### src/rtl/key_event_fifo.sv
// rtl/key_event_fifo.sv - keypad bitmap debouncer, press encoder and event FIFO
//
// Purpose:
//   Consumer end of the 4x4 keypad scanner. The active-low 16-bit key bitmap
//   is synchronized and debounced with one shared counter. Press edges
//   (1->0 on the debounced bitmap) are encoded lowest-index-first, one per
//   cycle, into a first-word-fall-through event FIFO with a valid/ready
//   handshake.
//
// Optional feature macro: RELEASE_EVENT_EN
//   Defined     : release edges (0->1) are also queued. Presses are served
//                 before releases. FIFO entries are {release, code}.
//   Not defined : presses only, key_release is tied low.
//
// Ports:
//   clkin       in   1        system clock
//   rst         in   1        synchronous active-high reset
//   keys        in   16       scanner bitmap, bit i low = key i pressed (async)
//   key_code    out  4        index of oldest queued event (0 when empty)
//   key_release out  1        event type of key_code (1 = release)
//   key_valid   out  1        FIFO non-empty
//   key_ready   in   1        consumer takes the head event
//   overflow    out  1        sticky: an event was dropped on a full FIFO
//   ovf_clr     in   1        clears overflow (set wins in the same cycle)
//   fifo_count  out  ADDR_W+1 number of queued events

module key_event_fifo #(
    parameter int DEBOUNCE_CYCLES = 4,
    parameter int CNT_W           = 16,
    parameter int FIFO_DEPTH      = 4,
    parameter int ADDR_W          = 2
) (
    input  logic              clkin,
    input  logic              rst,
    input  logic [15:0]       keys,
    output logic [3:0]        key_code,
    output logic              key_release,
    output logic              key_valid,
    input  logic              key_ready,
    output logic              overflow,
    input  logic              ovf_clr,
    output logic [ADDR_W:0]   fifo_count
);

    localparam logic [CNT_W-1:0] CNT_LAST = CNT_W'(DEBOUNCE_CYCLES - 1);
    localparam logic [ADDR_W:0]  FULL_CNT = (ADDR_W + 1)'(FIFO_DEPTH);
`ifdef RELEASE_EVENT_EN
    localparam int ENTRY_W = 5;
`else
    localparam int ENTRY_W = 4;
`endif

    // Isolate the lowest set bit.
    function automatic logic [15:0] f_lowest(input logic [15:0] v);
        return v & (~v + 16'd1);
    endfunction

    // Index of the lowest set bit; scanning downwards lets the lowest win.
    function automatic logic [3:0] f_index(input logic [15:0] v);
        logic [3:0] idx;
        idx = 4'd0;
        for (int i = 15; i >= 0; i--) begin
            if (v[i]) idx = 4'(i);
        end
        return idx;
    endfunction

    logic [15:0]        r_s1;
    logic [15:0]        r_s2;
    logic [15:0]        r_prev;
    logic [15:0]        r_stable;
    logic [CNT_W-1:0]   r_cnt;
    logic [15:0]        r_pend;
    logic [ENTRY_W-1:0] r_mem [FIFO_DEPTH];
    logic [ADDR_W-1:0]  r_wr_ptr;
    logic [ADDR_W-1:0]  r_rd_ptr;
    logic [ADDR_W:0]    r_count;
    logic               r_overflow;

    logic               w_commit;
    logic [15:0]        w_next_stable;
    logic [15:0]        w_press_mask;
    logic [15:0]        w_pick_onehot;
    logic [15:0]        w_clr_press;
    logic               w_push;
    logic [ENTRY_W-1:0] w_push_data;
    logic               w_pop;
    logic               w_accept;
    logic               w_drop;
    logic [ENTRY_W-1:0] w_head;

    // The debounced bitmap takes the synchronized value only after it has
    // been unchanged for DEBOUNCE_CYCLES cycles.
    assign w_commit      = (r_s2 == r_prev) && (r_cnt == CNT_LAST);
    assign w_next_stable = w_commit ? r_s2 : r_stable;
    assign w_press_mask  = r_stable & ~w_next_stable;

`ifdef RELEASE_EVENT_EN
    logic [15:0] r_pend_r;
    logic [15:0] w_release_mask;
    logic [15:0] w_pick_src;
    logic        w_serve_press;
    logic [15:0] w_clr_release;

    assign w_release_mask = ~r_stable & w_next_stable;
    // Presses are drained completely before any release is served.
    assign w_serve_press  = |r_pend;
    assign w_pick_src     = w_serve_press ? r_pend : r_pend_r;
    assign w_pick_onehot  = f_lowest(w_pick_src);
    assign w_clr_press    = w_serve_press ? w_pick_onehot : 16'd0;
    assign w_clr_release  = w_serve_press ? 16'd0 : w_pick_onehot;
    assign w_push         = (|r_pend) | (|r_pend_r);
    assign w_push_data    = {~w_serve_press, f_index(w_pick_src)};

    always_ff @(posedge clkin) begin
        if (rst) begin
            r_pend_r <= 16'd0;
        end else begin
            r_pend_r <= (r_pend_r & ~w_clr_release) | w_release_mask;
        end
    end

    assign key_release = key_valid ? w_head[4] : 1'b0;
`else
    assign w_pick_onehot = f_lowest(r_pend);
    assign w_clr_press   = w_pick_onehot;
    assign w_push        = |r_pend;
    assign w_push_data   = f_index(r_pend);
    assign key_release   = 1'b0;
`endif

    // A push into a full FIFO survives only if the head leaves this cycle.
    assign w_pop    = key_valid & key_ready;
    assign w_accept = w_push & ((r_count != FULL_CNT) | w_pop);
    assign w_drop   = w_push & ~w_accept;

    always_ff @(posedge clkin) begin
        if (rst) begin
            r_s1       <= 16'hFFFF;
            r_s2       <= 16'hFFFF;
            r_prev     <= 16'hFFFF;
            r_stable   <= 16'hFFFF;
            r_cnt      <= '0;
            r_pend     <= 16'd0;
            r_wr_ptr   <= '0;
            r_rd_ptr   <= '0;
            r_count    <= '0;
            r_overflow <= 1'b0;
        end else begin
            r_s1   <= keys;
            r_s2   <= r_s1;
            r_prev <= r_s2;
            if (r_s2 != r_prev) begin
                r_cnt <= '0;
            end else if (r_cnt != CNT_LAST) begin
                r_cnt <= r_cnt + 1'b1;
            end
            r_stable <= w_next_stable;

            // New edges are ORed after the clear so a same-cycle pick of the
            // same bit cannot swallow a fresh edge.
            r_pend <= (r_pend & ~w_clr_press) | w_press_mask;

            if (w_accept) begin
                r_wr_ptr <= r_wr_ptr + 1'b1;
            end
            if (w_pop) begin
                r_rd_ptr <= r_rd_ptr + 1'b1;
            end
            if (w_accept && !w_pop) begin
                r_count <= r_count + 1'b1;
            end else if (!w_accept && w_pop) begin
                r_count <= r_count - 1'b1;
            end

            if (w_drop) begin
                r_overflow <= 1'b1;
            end else if (ovf_clr) begin
                r_overflow <= 1'b0;
            end
        end
    end

    // Storage needs no reset; occupancy is tracked by the pointers and count.
    always_ff @(posedge clkin) begin
        if (w_accept) begin
            r_mem[r_wr_ptr] <= w_push_data;
        end
    end

    assign w_head     = r_mem[r_rd_ptr];
    assign key_valid  = (r_count != '0);
    assign key_code   = key_valid ? w_head[3:0] : 4'd0;
    assign overflow   = r_overflow;
    assign fifo_count = r_count;

endmodule

### config.mk
export PLATFORM = sky130hd
export DESIGN_NAME = key_event_fifo
export DESIGN_NICKNAME = d
export VERILOG_FILES = /design/src/rtl/key_event_fifo.sv
export SDC_FILE = /design/constraint.sdc
export NUM_CORES = 1
export LEC_CHECK = 0
export ABC_AREA = 1
export BUFFER_PORTS_ARGS = -buffer_cell sky130_fd_sc_hd__clkbuf_2
export CAP_MARGIN = 5
export CORE_ASPECT_RATIO = 1.2
export CORE_UTILIZATION = 60
export DETAILED_ROUTE_END_ITERATION = 12
export GPL_ROUTABILITY_DRIVEN = 0
export PLACE_DENSITY = 0.77
export SYNTH_ARGS = -nofsm -noshare
export SYNTH_HDL_FRONTEND = slang
export SYNTH_SLANG_ARGS = --single-unit
### constraint.sdc
create_clock -name clkin -period 3.95 [get_ports clkin]
set_clock_uncertainty 0.15 [all_clocks]
set_input_delay 0.1975 -clock clkin [delete_from_list [all_inputs] [get_ports clkin]]
set_output_delay 0.1975 -clock clkin [all_outputs]
set_load 0.01 [all_outputs]
==> key figures <==
GRT
  – Tot GR Track Use: 23.43%
  – Pin count of the biggest net entering global routing: 50
  – First-pass GRT wire length: 15.31 mm
  – Number of global-route vias before repair: 3,498
  – GRT overflow: 0
  – Initial antenna violation count: 0

Power
  – Sequential share of power: 43.3%
  – Peak VDD IR: 435.4 uV
  – Internal Pwr Total: 2.310 mW
  – Switching power: 0.7412 mW
  – Clock power share: 49.3%
  – Pwr dens: 525.2 nW/um^2
  – Sw Ratio: 24.29%
  – Lkg Pwr: 2.561 nW
  – Comb power frac: 7.5%

Finish
  – Share of cells above drive strength 1: 21.57%
  – Post-route cell area: 5809 sq um
  – Area Overhead vs Synth: 19.33%
  – Area of the multi-input gates: 1886 sq um
  – # diodes: 0
  – Register area: 2603 sq um
  – Fill cell count: 536
  – NumNets Final: 626
  – Most common cell after layout, fill and taps aside: dfxtp_1
  – Commonest cells after routing, fill and taps aside: dfxtp_1, nand2_1, inv_1

Routing
  – Initial DRC Count: 160
  – Via count: 3,622
  – Via density: 5.145
  – Final ANT Viol Nets: 0
  – DRC violations left: 4
  – Wirelength per Cell: 12.99 um
  – First-pass DRT Iterations: 8
  – DRT Wirelength: 9.148 mm

Logic synthesis
  – Post-synth EDFFs: 16
  – Synthesis warning total: 0
  – Synth async-reset ratio: 0%
  – Syn_area_per_cell: 8.884 sq um
  – Area of the mapped netlist: 4868 sq um
  – Net Count, Synth: 575
  – Sequential share of the synthesized area: 53.46%
  – Synthesis-stage register bit count: 122
  – Ys flop type: dfxtp_1
  – Syn Inst Count: 548
  – Distinct cells, synth: 37

Worst hold path
  – Hold depth: 5
  – Hold Path Class: primary input to register
  – Hold Crit Start: key_ready

Clocking
  – Max Root-Sink Buffers: 2
  – Clk root buf: clkbuf_8
  – CTS Buf Count: 17
  – Clk_lat worst skew: 0.51 ns
  – H-tree Lvls: 4
  – Sink Count: 122
  – CTS tree: built
  – Worst-path clk slew: 0.06 ns
  – Post-CTS Resized: 0

Worst setup path
  – Crit path max fanout: 9
  – Critical Path End Type: register
  – CP Data Arrival Time: 2.69 ns
  – Setup CP Type: register to register
  – Worst reg2reg path endpoint: fifo_count[1]
  – R2R depth: 11
  – RR Startpoint: r_pend[3]
  – Flop-to-flop setup slack: 1.52 ns
  – Req. time, crit path: 4.20 ns
  – Critical Path Start Type: register

Flow run
  – Max_cap viols: 0

Timing
  – Tmin final: 2.434 ns
  – RSZ-0062 raised after global routing: false
  – Slew Viols, Final: 0
  – Tcrit/Tclk final: 61.61%
  – Hold Fails Final Rpt: 0
  – # setup viols final: 0
  – Worst slew margin: 57.10%
  – Max frequency: 410.9 MHz
  – Fin Setup TNS: 0 ns
  – Slew of the pin with the lowest slew margin: 0.6426 ns

Placement
  – Placed Area: 5032 sq um
  – Hpwl dp: 5.939 mm
  – IO Port Bufs: 28

Die
  – Die H: 100.7 um
  – DIE AREA: 8480 sq um
  – Rows: 35
  – Core area: 7751 sq um
  – I/O Pins: 30
  – Initial Util: 62.81%
  – Die width: 84.23 um

Run status
  – Status: finished, violations left
  – Failing checks: DRC
-- stage by stage --
stage               setup WS (ns)  total power, mW  utilization (%)  hold WS, ns  std cells
floorplan                   1.812            1.487                -       0.1513        548
global placement            1.670            1.552            64.92       0.2309        653
detailed placement          1.608            1.559            64.92       0.2314        653
CTS                         1.535            3.063            74.95      0.01665        704
global route                1.287            3.164            74.95      0.06774        704
finish                      1.516            3.051            74.95      0.01882        704
-- registers in the layout, indices dropped and copies added (netlist names), named ones only --
signal      flops
r_mem          16
r_stable       16
r_pend         16
r_s2           16
overflow        1
r_cnt          16
r_rd_ptr        2
r_s1           16
r_wr_ptr        2
r_prev         16
fifo_count      3
-- cells in the mapped netlist, types with 4 or more instances --
library cell	count	share of area [%]
xnor2_1	12	2.2
xor2_1	4	0.72
clkbuf_1	10	0.77
nor2_1	49	3.8
dfxtp_1	106	44
ha_1	6	1.5
nand3_1	27	2.8
or2_2	32	4.1
inv_1	61	4.7
nand4_1	8	1.0
o21ai_0	26	2.7
buf_6	5	1.2
nand2_1	92	7.1
edfxtp_1	16	9.9
a21oi_1	40	4.1
o211ai_2	16	4.1
inv_2	11	0.85
-- worst max-delay path by stage --
stage	from	to	slack, ns	depth (start not counted)
3_5_place_dp	r_pend[3]	fifo_count[1]	1.61	11
6_report	r_pend[3]	fifo_count[1]	1.52	11
2_1_floorplan	fifo_count[0]	fifo_count[2]	1.81	12
5_1_grt	r_pend[2]	fifo_count[1]	1.29	11
4_1_cts	r_pend[3]	fifo_count[1]	1.53	11
3_3_place_gp	r_pend[0]	fifo_count[1]	1.67	11
-- what timing repair did --
item                       CTS  global route
setup buffers                0             0
setup endpoints to repair    0             0
hold buffers                19             0
hold endpoints to repair    26             0
-- worst max-delay path, stage by stage, from the launching register on --
cell	delay [ns]
dfxtp_1	0.32
nor2_1	0.18
nand2_1	0.12
nor2_1	0.20
nand2_1	0.11
nand2_1	0.24
inv_1	0.10
ha_1	0.19
inv_1	0.10
fa_1	0.41
o21ai_0	0.16
nor2_1	0.05
-- area by class of cell --
type	count	area share (%)
Timing Repair Buffer	49	5.944
Clock buffer	18	7.366
Inverter	73	4.717
Tap cell	92	1.981
Multi-Input combinational cell	336	32.46
Sequential cell	122	44.80
Clock inverter	14	2.735
-- metal layers --
metal  vias up  global-route usage (%)  part of all wire (%)
met1      1681                   24.48                    43
met4         0                   9.814                   1.3
met3         8                   6.388                   2.8
met2        69                   44.20                    53
met5         -                       0                     0
li1       1864                       -                     -
-- power by group through the flow --
stage	Clock [mW]	Sequential, mW	Combinational [mW]
floorplan	0	1.34	0.148
global placement	0	1.34	0.207
detailed placement	0	1.35	0.212
CTS	1.52	1.32	0.228
global route	1.58	1.32	0.259
finish	1.50	1.32	0.228
-- cells by family after synthesis --
family	Yosys count	synth area share (%)
other cells	1	0.07703
simple gates	224	22.03
fa+ha+maj	7	1.953
xor+xnor	16	2.878
buf+inv	90	7.813
compound gates	88	11.80
flops	122	53.46
Note: power is estimated with default switching activity, not from simulation.
